**src/rtl/icache.sv**
```systemverilog
// ---------------------------------------------------------------------------
// icache -- direct-mapped, read-only instruction cache
//
// Answers the fetch unit's query/data handshake. A hit returns the stored
// word one cycle after the query. A miss issues a single word read to the
// memory controller, fills the line when the word arrives, and returns it on
// the following cycle. Each line holds one 32-bit word, its tag, and a parity
// bit over {tag, word}. A line whose parity does not check is treated as a
// miss, so a corrupted line is refetched instead of being handed to fetch.
//
// Ports
//   clk_in           clock, rising edge
//   rst_in           asynchronous active-low reset
//   rdy_in           global ready; when low every register and the arrays hold
//   icache_query_en  single-cycle query pulse from the fetch unit
//   icache_query_pc  query address (bits [1:0] ignored)
//   icache_data_en   single-cycle pulse: icache_data is valid
//   icache_data      instruction word for the accepted query
//   flush_in         misprediction flush; abandons the pending response
//   mem_req_en       word read request, held high until the response arrives
//   mem_req_addr     word-aligned request address
//   mem_resp_en      single-cycle pulse: mem_resp_data is valid
//   mem_resp_data    word returned by the memory controller
// ---------------------------------------------------------------------------
module icache #(
  parameter int INDEX_WIDTH = 4,
  parameter int ADDR_WIDTH  = 32
) (
  input  logic                  clk_in,
  input  logic                  rst_in,
  input  logic                  rdy_in,
  input  logic                  icache_query_en,
  input  logic [ADDR_WIDTH-1:0] icache_query_pc,
  output logic                  icache_data_en,
  output logic [31:0]           icache_data,
  input  logic                  flush_in,
  output logic                  mem_req_en,
  output logic [ADDR_WIDTH-1:0] mem_req_addr,
  input  logic                  mem_resp_en,
  input  logic [31:0]           mem_resp_data
);

  localparam int LINES     = 1 << INDEX_WIDTH;
  localparam int TAG_WIDTH = ADDR_WIDTH - INDEX_WIDTH - 2;

  typedef enum logic [1:0] {
    IDLE = 2'd0,
    MISS = 2'd1,
    RESP = 2'd2
  } state_t;

  // Even parity over the stored tag and word of one line.
  function automatic logic line_parity(input logic [TAG_WIDTH-1:0] tag,
                                       input logic [31:0]          word);
    return ^{tag, word};
  endfunction

  // Line storage. Contents are only trusted where valid_r is set.
  logic [TAG_WIDTH-1:0] tag_mem_r  [LINES];
  logic [31:0]          data_mem_r [LINES];
  logic                 par_mem_r  [LINES];
  logic [LINES-1:0]     valid_r;

  state_t               state_r;
  logic                 aborted_r;
  logic                 data_en_r;
  // Word address (pc[ADDR_WIDTH-1:2]) of the outstanding miss.
  logic [ADDR_WIDTH-3:0] miss_pc_r;

  logic [INDEX_WIDTH-1:0] q_index_s;
  logic [TAG_WIDTH-1:0]   q_tag_s;
  logic [TAG_WIDTH-1:0]   line_tag_s;
  logic [31:0]            line_word_s;
  logic                   line_par_ok_s;
  logic                   hit_s;
  logic                   fill_s;
  logic [INDEX_WIDTH-1:0] miss_index_s;
  logic [TAG_WIDTH-1:0]   miss_tag_s;
  logic                   unused_pc_bits_s;

  assign unused_pc_bits_s = ^icache_query_pc[1:0];

  // Lookup of the queried line and decode of the fill condition.
  always_comb begin
    q_index_s     = icache_query_pc[INDEX_WIDTH+1:2];
    q_tag_s       = icache_query_pc[ADDR_WIDTH-1:INDEX_WIDTH+2];
    line_tag_s    = tag_mem_r[q_index_s];
    line_word_s   = data_mem_r[q_index_s];
    miss_index_s  = miss_pc_r[INDEX_WIDTH-1:0];
    miss_tag_s    = miss_pc_r[ADDR_WIDTH-3:INDEX_WIDTH];
    line_par_ok_s = (line_parity(line_tag_s, line_word_s) == par_mem_r[q_index_s]);
    hit_s         = 1'b0;
    fill_s        = 1'b0;
    if (valid_r[q_index_s] && (line_tag_s == q_tag_s) && line_par_ok_s) begin
      hit_s = 1'b1;
    end else begin
      hit_s = 1'b0;
    end
    if (rdy_in && (state_r == MISS) && mem_resp_en) begin
      fill_s = 1'b1;
    end else begin
      fill_s = 1'b0;
    end
  end

  // A flush in the cycle a response is presented withdraws it; with rdy_in
  // low the flush input is ignored and the pulse simply holds.
  assign icache_data_en = data_en_r & ~(rdy_in & flush_in);

  // Tag/data/parity array write on fill; arrays carry no reset.
  always_ff @(posedge clk_in) begin
    if (fill_s) begin
      tag_mem_r[miss_index_s]  <= miss_tag_s;
      data_mem_r[miss_index_s] <= mem_resp_data;
      par_mem_r[miss_index_s]  <= line_parity(miss_tag_s, mem_resp_data);
    end
  end

  // Control FSM with registered response and memory-request outputs.
  always_ff @(posedge clk_in or negedge rst_in) begin
    if (!rst_in) begin
      state_r      <= IDLE;
      aborted_r    <= 1'b0;
      data_en_r    <= 1'b0;
      icache_data  <= 32'd0;
      mem_req_en   <= 1'b0;
      mem_req_addr <= {ADDR_WIDTH{1'b0}};
      miss_pc_r    <= {(ADDR_WIDTH-2){1'b0}};
      valid_r      <= {LINES{1'b0}};
    end else if (rdy_in) begin
      case (state_r)
        IDLE: begin
          data_en_r <= 1'b0;
          // A query arriving together with a flush is dropped outright.
          if (icache_query_en && !flush_in) begin
            if (hit_s) begin
              data_en_r   <= 1'b1;
              icache_data <= line_word_s;
            end else begin
              miss_pc_r    <= icache_query_pc[ADDR_WIDTH-1:2];
              mem_req_en   <= 1'b1;
              mem_req_addr <= {icache_query_pc[ADDR_WIDTH-1:2], 2'b00};
              aborted_r    <= 1'b0;
              state_r      <= MISS;
            end
          end
        end
        MISS: begin
          data_en_r <= 1'b0;
          if (mem_resp_en) begin
            // The fill always completes; a flush only suppresses the reply.
            mem_req_en             <= 1'b0;
            valid_r[miss_index_s]  <= 1'b1;
            icache_data            <= mem_resp_data;
            data_en_r              <= ~(aborted_r | flush_in);
            aborted_r              <= aborted_r | flush_in;
            state_r                <= RESP;
          end else if (flush_in) begin
            aborted_r <= 1'b1;
          end
        end
        RESP: begin
          data_en_r <= 1'b0;
          aborted_r <= 1'b0;
          state_r   <= IDLE;
        end
        default: begin
          data_en_r  <= 1'b0;
          aborted_r  <= 1'b0;
          mem_req_en <= 1'b0;
          state_r    <= IDLE;
        end
      endcase
    end
    // rdy_in low: every register keeps its value.
  end

endmodule

```
**config.mk**
```make
export PLATFORM = sky130hd
export DESIGN_NAME = icache
export DESIGN_NICKNAME = d
export VERILOG_FILES = /design/src/rtl/icache.sv
export SDC_FILE = /design/constraint.sdc
export NUM_CORES = 1
export LEC_CHECK = 0
export ABC_AREA = 1
export CAP_MARGIN = 20
export CORE_MARGIN = 1.5
export CORE_UTILIZATION = 56
export DETAILED_ROUTE_END_ITERATION = 12
export PLACE_DENSITY_LB_ADDON = 0.1
export SETUP_SLACK_MARGIN = 0.05
export SYNTH_ARGS = -nofsm -noshare
export SYNTH_HDL_FRONTEND = slang
export SYNTH_SLANG_ARGS = --single-unit
```
**constraint.sdc**
```tcl
create_clock -name clk_in -period 4.4 [get_ports clk_in]
set_input_delay 1.32 -clock clk_in [delete_from_list [all_inputs] [get_ports clk_in]]
set_output_delay 1.32 -clock clk_in [all_outputs]
set_load 0.1 [all_outputs]
```
==> flow_metrics.py, run 1 <==
metrics = {
    "timing": {
        "final-max-slew-violation-count": 0,
        "timing.final.crit_period_ps": 4040,
        "grt_setup_unrepaired": "no",
        "relative_slew_margins": 0.316,
        "worst_pin_slew_ps": 1020,
        "period_share": 0.919,
        "final_hold_viol_count": 0,
        "hold_ws_ps": 464,
        "tns_ps": 0,
        "finClkSkew_ps": 26.1,
        "setup_viol": 0,
        "fmax_mhz": 247,
    },
    "grt": {
        "overflow": 0,
        "grt_busiest_layer": "met2",
        "groute.layer.met2.usage": 0.484,
        "grt_use_met1": 0.392,
        "grt_max_degree": 84,
        "initial_antenna_violation_count": 0,
        "grt_first_pass_wirelength_mm": 176,
        "first_global_vias": 29600,
        "globalRouteMet3Util": 0.0326,
        "grt.total_usage": 0.288,
    },
    "pwr": {
        "power.leakage_nw": 20.4,
        "vdd.ir_drop.worst_v": 0.000801,
        "power_density_mw_per_mm2": 547,
        "finalPower_mw": 28.8,
    },
    "placement": {
        "port-buffer-count": 131,
        "globalplace.congestion": 0.832,
        "detailed_place_hpwl_mm": 68.9,
    },
    "routing": {
        "post-route-drc-count": 0,
        "drt-pass1-iter-count": 6,
        "wl_per_cell_um": 21.2,
        "antenna_left": 0,
        "detailroute.via_count": 30700,
        "drt_iter0_markers": 2826,
        "vias_per_cell": 5.61,
        "routed_wl_mm": 116,
    },
    "synth": {
        "synthesized_area_divided_by_synthesized_cell_count_um2": 11.0,
        "seq_area_frac_synth": 0.692,
        "synth_top_cells_by_area": "sky130_fd_sc_hd__edfxtp_1 65%, sky130_fd_sc_hd__nand2_1 8.8%, sky130_fd_sc_hd__dfrtp_1 4.7%",
        "netlist.top_cell.by_area": "sky130_fd_sc_hd__edfxtp_1",
        "ys_async_sr_fraction": 0.0808,
        "netlist.area_leader.share": 0.645,
        "ys_warn_count": 0,
        "synth_cells": 3996,
        "netlist-cell-type-count": 39,
        "synthFlopType": "sky130_fd_sc_hd__edfxtp_1",
        "synth_seq_cells": 1027,
        "synth_area_mm2": 0.0439,
        "synth_edf_count": 944,
    },
    "clocking": {
        "postCtsSetupRepairBufs": 0,
        "cts_tree": "built",
        "htree_levels": 3,
        "number_of_buffers_created_by_cts": 105,
        "cts-root-buf": "sky130_fd_sc_hd__clkbuf_16",
        "cts.clk_slew.worst_paths_ps": 60,
        "cts_buffer_depth": 3,
        "cts.sinks": 1027,
        "insertion_delay_of_the_later_clocked_pin_in_the_worst_skew_pair_ps": 680,
    },
    "floorplanning": {
        "top_ports": 136,
        "chipWidth_um": 283,
        "start_util": 0.566,
        "area_enclosed_by_the_die_boundary_mm2": 0.0802,
        "placement_rows": 102,
        "fp.coreArea_mm2": 0.0776,
        "die-height_um": 283,
    },
    "setup_path": {
        "endpoint_kind": "register",
        "critPathMaxFanout": 32,
        "worst-endpoint-arrival_ps": 4580,
        "crit_required_ps": 4940,
        "path_class": "in2reg",
        "start_kind": "primary input",
    },
    "final_layout": {
        "layout.cells.most_common": "sky130_fd_sc_hd__nand2_1",
        "fill_cells": 5758,
        "most-common-layout-cells": "1028 x sky130_fd_sc_hd__nand2_1, 944 x sky130_fd_sc_hd__edfxtp_1, 456 x sky130_fd_sc_hd__nor2_1",
        "antenna_cells_inserted": 0,
        "fin_nets": 4406,
        "drive_gt1_frac": 0.133,
        "area_growth_syn_to_layout_pct": 19.6,
    },
    "outcome": {
        "run_status": "completed",
    },
    "min_path": {
        "hp-class": "reg2reg",
    },
    "job": {
        "maxCapViolations": 0,
    },
}
per-stage QoR:
stage | std cells | area (um2) | utilization | worst slack, ps
after floorplan | 3997 | 44000 | - | -935
after global placement | 5268 | 48900 | 0.630 | -215
after detailed placement | 5268 | 48900 | 0.630 | -320
after CTS | 5466 | 52500 | 0.677 | 351
after global routing | 5467 | 52600 | 0.678 | 60.1
final | 5467 | 52600 | 0.678 | 356
report_power, final:
part           leakage, nW  internal, mW  switching [mW]  total, mW
combinational         9.15          1.91            5.01       6.93
clock                 1.75          5.52            3.73       9.26
sequential            9.54          12.0           0.565       12.6
sequential cells by signal, indices dropped and copies added (netlist names):
| name | count |
|---|---|
| mem_req_en | 1 |
| valid_r | 16 |
| icache_data | 32 |
| par_mem_r | 16 |
| aborted_r | 1 |
| data_en_r | 1 |
| mem_req_addr | 30 |
| tag_mem_r | 416 |
| state_r | 2 |
| data_mem_r | 512 |
Yosys cell counts, types with 2 or more instances:
cell type,number
sky130_fd_sc_hd__inv_2,27
sky130_fd_sc_hd__a221oi_1,4
sky130_fd_sc_hd__edfxtp_1,944
sky130_fd_sc_hd__nand2_4,2
sky130_fd_sc_hd__buf_4,39
sky130_fd_sc_hd__o211ai_1,104
sky130_fd_sc_hd__a21oi_1,44
sky130_fd_sc_hd__buf_6,26
sky130_fd_sc_hd__dfrtp_1,83
sky130_fd_sc_hd__xnor2_1,51
sky130_fd_sc_hd__nand3_1,367
sky130_fd_sc_hd__nor2_1,473
sky130_fd_sc_hd__buf_1,17
sky130_fd_sc_hd__xor2_1,23
sky130_fd_sc_hd__buf_2,83
sky130_fd_sc_hd__o221ai_1,2
sky130_fd_sc_hd__o21ai_2,10
sky130_fd_sc_hd__nor4_1,3
sky130_fd_sc_hd__o2111ai_1,2
sky130_fd_sc_hd__or2_2,10
sky130_fd_sc_hd__o21ai_1,60
sky130_fd_sc_hd__nand2_1,1029
sky130_fd_sc_hd__inv_1,210
sky130_fd_sc_hd__clkbuf_1,58
sky130_fd_sc_hd__nand2_2,2
sky130_fd_sc_hd__o22ai_1,3
sky130_fd_sc_hd__o21ai_0,308
per-layer routing:
layer	routed length, um	share of wire
met1	47900	0.41
met2	56500	0.49
met3	7980	0.069
met4	3560	0.031
met5	0	0
cell families after synthesis:
family,after synthesis,share of synthesized area
AOI/OAI and AO/OA,542,0.0698
xor gates and xnor gates,74,0.0147
buffers and inverters,461,0.0495
DFF,1027,0.692
other,1,0.0000853
and+or+nand+nor,1891,0.174
final cells by class:
type / instances / area, um2 / share of cell area
Multi-Input combinational cell: 2509 / 11500 / 0.218
Clock inverter: 73 / 853 / 0.0162
Sequential cell: 1027 / 30400 / 0.579
Clock buffer: 125 / 2750 / 0.0524
Inverter: 238 / 917 / 0.0174
Tap cell: 1040 / 1300 / 0.0248
Timing Repair Buffer: 455 / 4850 / 0.0922
final timing paths:
path,start,to,slack (ps),cells past startpoint
worst min register to register,valid_r[5]$_DFFE_PN0P_,valid_r[5]$_DFFE_PN0P_,460,2
worst max-delay path,icache_query_pc[2],icache_data[29]$_DFFE_PN0P_,360,26
min in group asynchronous,rst_in,icache_data[13]$_DFFE_PN0P_,690,2
worst min-delay path,valid_r[5]$_DFFE_PN0P_,valid_r[5]$_DFFE_PN0P_,460,2
worst max register to register,data_mem_r[14][26]$_DFFE_PP_,icache_data[29]$_DFFE_PN0P_,1230,26
max in group asynchronous,rst_in,mem_req_addr[19]$_DFFE_PN0P_,3250,2
worst max-delay path: stages:
cell                      delay [ps]
sky130_fd_sc_hd__buf_8           140
sky130_fd_sc_hd__inv_8           160
sky130_fd_sc_hd__buf_12          220
sky130_fd_sc_hd__buf_4           260
sky130_fd_sc_hd__nor2_1           60
sky130_fd_sc_hd__nor2_1           90
sky130_fd_sc_hd__o21ai_0          90
sky130_fd_sc_hd__nand3_1          90
sky130_fd_sc_hd__nand3_1         110
sky130_fd_sc_hd__nand2_1         150
sky130_fd_sc_hd__nand3_1          80
sky130_fd_sc_hd__nand2_1          70
sky130_fd_sc_hd__nand2_1          60
sky130_fd_sc_hd__nand3_1         100
sky130_fd_sc_hd__nand2_1          80
sky130_fd_sc_hd__nand2_1          90
sky130_fd_sc_hd__inv_1            40
sky130_fd_sc_hd__nor2_1          190
sky130_fd_sc_hd__nand3_1         160
sky130_fd_sc_hd__nand3_1         130
sky130_fd_sc_hd__nand3_2         150
sky130_fd_sc_hd__nand2_2         140
sky130_fd_sc_hd__nand2_4         140
sky130_fd_sc_hd__buf_12          220
sky130_fd_sc_hd__nand2_1          70
sky130_fd_sc_hd__o21ai_1          50
repair_timing:
action                     4_1_cts  5_1_grt
hold buffers                     0        0
setup endpoints to repair        0       52
gates resized for setup          0        5
Power figures use the tool's default switching activity.
==> run 2: changes to the inputs <==
--- a/config.mk
+++ b/config.mk
@@ -5,10 +5,9 @@
 export SDC_FILE = /design/constraint.sdc
 export NUM_CORES = 1
 export LEC_CHECK = 0
-export ABC_AREA = 1
 export CAP_MARGIN = 20
 export CORE_MARGIN = 1.5
-export CORE_UTILIZATION = 56
+export CORE_UTILIZATION = 55
 export DETAILED_ROUTE_END_ITERATION = 12
 export PLACE_DENSITY_LB_ADDON = 0.1
 export SETUP_SLACK_MARGIN = 0.05
==> run 2 against run 1 <==
The flow now finishes with violations (setup timing). Maximum frequency decreased by 16%. Clock power up 0.9%. Cell count is 38% lower. Die area fell by 4.8%. Hold slack improved by 4.7 ps. First-iteration DRC count shrank 19%. Global-route usage shrank 0.37 points. Sequential cell count did not move. Sequential share of layout area increased by 2.3 points.
==> flow_metrics.py, run 2 <==
metrics = {
    "outcome": {
        "run_status": "complete, but fails checks",
        "violations": "setup timing",
    },
    "placement": {
        "port-buffer-count": 131,
        "detailed_place_hpwl_mm": 62.0,
        "globalplace.congestion": 0.801,
        "post_dp_cell_area_mm2": 0.0456,
    },
    "final_layout": {
        "reg_top3": "data_mem_r x512, tag_mem_r x416, icache_data x32",
        "drive_gt1_frac": 0.359,
        "register_ranked_first_by_flip_flop_count": "data_mem_r",
        "area_growth_syn_to_layout_pct": 23.1,
        "layout.cells.most_common": "sky130_fd_sc_hd__edfxtp_1",
        "fin_nets": 2431,
        "most-common-layout-cells": "944 x sky130_fd_sc_hd__edfxtp_1, 245 x sky130_fd_sc_hd__mux4_2, 222 x sky130_fd_sc_hd__buf_4",
        "largest_register_ffs": 512,
        "utilization": 0.688,
        "final_std_cell_area_no_fill_mm2": 0.0505,
    },
    "synth": {
        "seq_area_frac_synth": 0.741,
        "synthesized_area_divided_by_synthesized_cell_count_um2": 21.4,
        "synth_top_cells_by_area": "sky130_fd_sc_hd__edfxtp_1 69%, sky130_fd_sc_hd__mux4_2 13%, sky130_fd_sc_hd__dfrtp_1 5.1%",
        "synth_area_mm2": 0.0411,
        "synthMostInstantiatedCell": "sky130_fd_sc_hd__edfxtp_1",
        "ys_warn_count": 0,
        "synth_edf_count": 944,
        "synth_seq_cells": 1027,
        "synthFlopType": "sky130_fd_sc_hd__edfxtp_1",
        "netlist-cell-type-count": 55,
        "netlist.area_leader.share": 0.690,
        "ys_async_sr_fraction": 0.0808,
        "synth_cells": 1920,
        "most_instantiated_cells_after_synthesis": "944 x sky130_fd_sc_hd__edfxtp_1, 245 x sky130_fd_sc_hd__mux4_2, 103 x sky130_fd_sc_hd__xnor2_1, 90 x sky130_fd_sc_hd__nand2_1, 83 x sky130_fd_sc_hd__dfrtp_1",
        "netlist.top_cell.by_area": "sky130_fd_sc_hd__edfxtp_1",
    },
    "clocking": {
        "cts-root-buf": "sky130_fd_sc_hd__clkbuf_16",
        "cts_buffer_depth": 3,
        "cts_tree": "built",
        "htree_levels": 3,
        "insertion_delay_of_the_later_clocked_pin_in_the_worst_skew_pair_ps": 670,
        "cts.clk_slew.worst_paths_ps": 60,
        "number_of_buffers_created_by_cts": 102,
        "cts.sinks": 1027,
    },
    "setup_path": {
        "crit_required_ps": 4950,
        "start_kind": "primary input",
        "worst_setup_path_startpoint": "icache_query_pc[3]",
        "path_class": "in2reg",
        "endpoint_kind": "register",
        "worst-endpoint-arrival_ps": 5380,
        "crit-reg2reg-launch": "data_mem_r[7][6]$_DFFE_PP_",
        "critPathMaxFanout": 39,
    },
    "pwr": {
        "vdd.ir_drop.worst_v": 0.000919,
        "power.leakage_nw": 17.5,
        "power_density_mw_per_mm2": 570,
    },
    "timing": {
        "timing.final.crit_period_ps": 4840,
        "setup_viol": 66,
        "finClkSkew_ps": 31.7,
        "worst_pin_slew_ps": 1140,
        "final_hold_viol_count": 0,
        "final-max-slew-violation-count": 0,
        "tns_ps": -23580,
        "postLayoutSetupSlackWorst_ps": -436,
        "period_share": 1.10,
        "relative_slew_margins": 0.234,
        "grt_setup_unrepaired": "yes",
        "fmax_mhz": 207,
    },
    "floorplanning": {
        "chipWidth_um": 276,
        "top_ports": 136,
        "die-height_um": 276,
        "start_util": 0.559,
        "fp.coreArea_mm2": 0.0735,
        "placement_rows": 99,
        "area_enclosed_by_the_die_boundary_mm2": 0.0763,
    },
    "grt": {
        "grt_max_degree": 51,
        "overflow": 0,
        "first_global_vias": 21600,
        "initial_antenna_violation_count": 2,
        "grt_first_pass_wirelength_mm": 154,
        "grt.total_usage": 0.284,
    },
    "routing": {
        "drt-pass1-iter-count": 5,
        "drt_iter0_markers": 2303,
        "wl_per_cell_um": 31.6,
        "vias_per_cell": 6.22,
        "post-route-drc-count": 0,
        "routed_wl_mm": 108,
        "antenna_left": 0,
        "detailroute.via_count": 21200,
    },
    "job": {
        "maxCapViolations": 0,
    },
    "min_path": {
        "hp-class": "reg2reg",
        "startpoint_of_the_worst_hold_path": "valid_r[15]$_DFFE_PN0P_",
    },
}
==> run 2: cell count changes after synthesis, sizes merged, moves of 105 or more <==
cell / previous run / this run
nand3: 368 / 2
o21ai: 378 / 18
nand2: 1033 / 90
mux4: 0 / 245
inv: 237 / 3
o211ai: 105 / 0
nor2: 473 / 31
==> run 2: metal layers <==
layer  up-vias  track usage  part of all wire
met2       932        0.454              0.49
met3       142       0.0543             0.080
met1     11400        0.409              0.41
met4         0       0.0732             0.021
met5         -            0                 0
li1       8770            -                 -
==> run 2: timing repair <==
action / CTS / global route
resized for setup: 63 / 48
hold buffers: 0 / 0
gates cloned: 14 / 4
pin swaps: 19 / 10
setup endpoints to repair: 66 / 66
setup buffers: 22 / 15
==> run 2: through the flow <==
| step | std cells | hold WS [ps] | setup slack, ps | power (mW) |
|---|---|---|---|---|
| 2_1_floorplan | 1921 | 434 | -705 | 16.7 |
| 3_3_place_gp | 3165 | 446 | -1600 | 18.4 |
| 3_5_place_dp | 3165 | 451 | -1610 | 18.5 |
| 4_1_cts | 3395 | 466 | -438 | 28.2 |
| 5_1_grt | 3410 | 492 | -511 | 29.6 |
| 6_report | 3412 | 469 | -436 | 28.8 |
==> run 2: worst paths after layout <==
path / endpoint / slack, ps / cells after the start
worst max-delay path: mem_req_addr[26]$_DFFE_PN0P_ / -440 / 17
worst min-delay path: valid_r[15]$_DFFE_PN0P_ / 470 / 1
worst max register to register: mem_req_addr[26]$_DFFE_PN0P_ / 270 / 15
worst min register to register: valid_r[15]$_DFFE_PN0P_ / 470 / 1
max in group asynchronous: valid_r[9]$_DFFE_PN0P_ / 2810 / 2
min in group asynchronous: mem_req_addr[9]$_DFFE_PN0P_ / 730 / 1
==> run 2: final cells by class <==
type / count / area, um2
Clock inverter: 65 / 845
Antenna cell: 2 / 5.00
Timing Repair Buffer: 429 / 4850
Inverter: 3 / 13.8
Tap cell: 959 / 1200
Clock buffer: 129 / 2790
Fill cell: 4555 / 22900
Multi-Input combinational cell: 798 / 10400
Sequential cell: 1027 / 30400
==> run 2: cell families (layout without fill, tap and decap cells) <==
| group | after synthesis | in the layout | share of synthesized area |
|---|---|---|---|
| flops | 1027 | 1027 | 0.741 |
| buf+inv | 96 | 626 | 0.0193 |
| other cells | 1 | 4 | 0.0000913 |
| simple gates | 177 | 177 | 0.0195 |
| compound gates | 93 | 93 | 0.0175 |
| mux | 383 | 383 | 0.171 |
| xor+xnor | 143 | 143 | 0.0317 |
==> run 2: critical path, stage by stage <==
cell and delay, ps:
sky130_fd_sc_hd__buf_6 200, sky130_fd_sc_hd__buf_12 270, sky130_fd_sc_hd__buf_8 300, sky130_fd_sc_hd__mux4_2 350
sky130_fd_sc_hd__mux4_2 520, sky130_fd_sc_hd__xnor2_2 160, sky130_fd_sc_hd__xnor2_1 120, sky130_fd_sc_hd__buf_4 160
sky130_fd_sc_hd__xnor2_2 140, sky130_fd_sc_hd__xnor2_2 240, sky130_fd_sc_hd__xnor3_2 490, sky130_fd_sc_hd__buf_6 140
sky130_fd_sc_hd__o21ai_4 150, sky130_fd_sc_hd__buf_12 160, sky130_fd_sc_hd__buf_12 130, sky130_fd_sc_hd__buf_16 140
sky130_fd_sc_hd__mux2_4 300
==> run 2: power by group <==
| group | switching [mW] | total, mW | internal, mW |
|---|---|---|---|
| clock network | 3.68 | 9.34 | 5.66 |
| registers | 0.587 | 12.5 | 12.0 |
| logic | 4.36 | 6.94 | 2.58 |
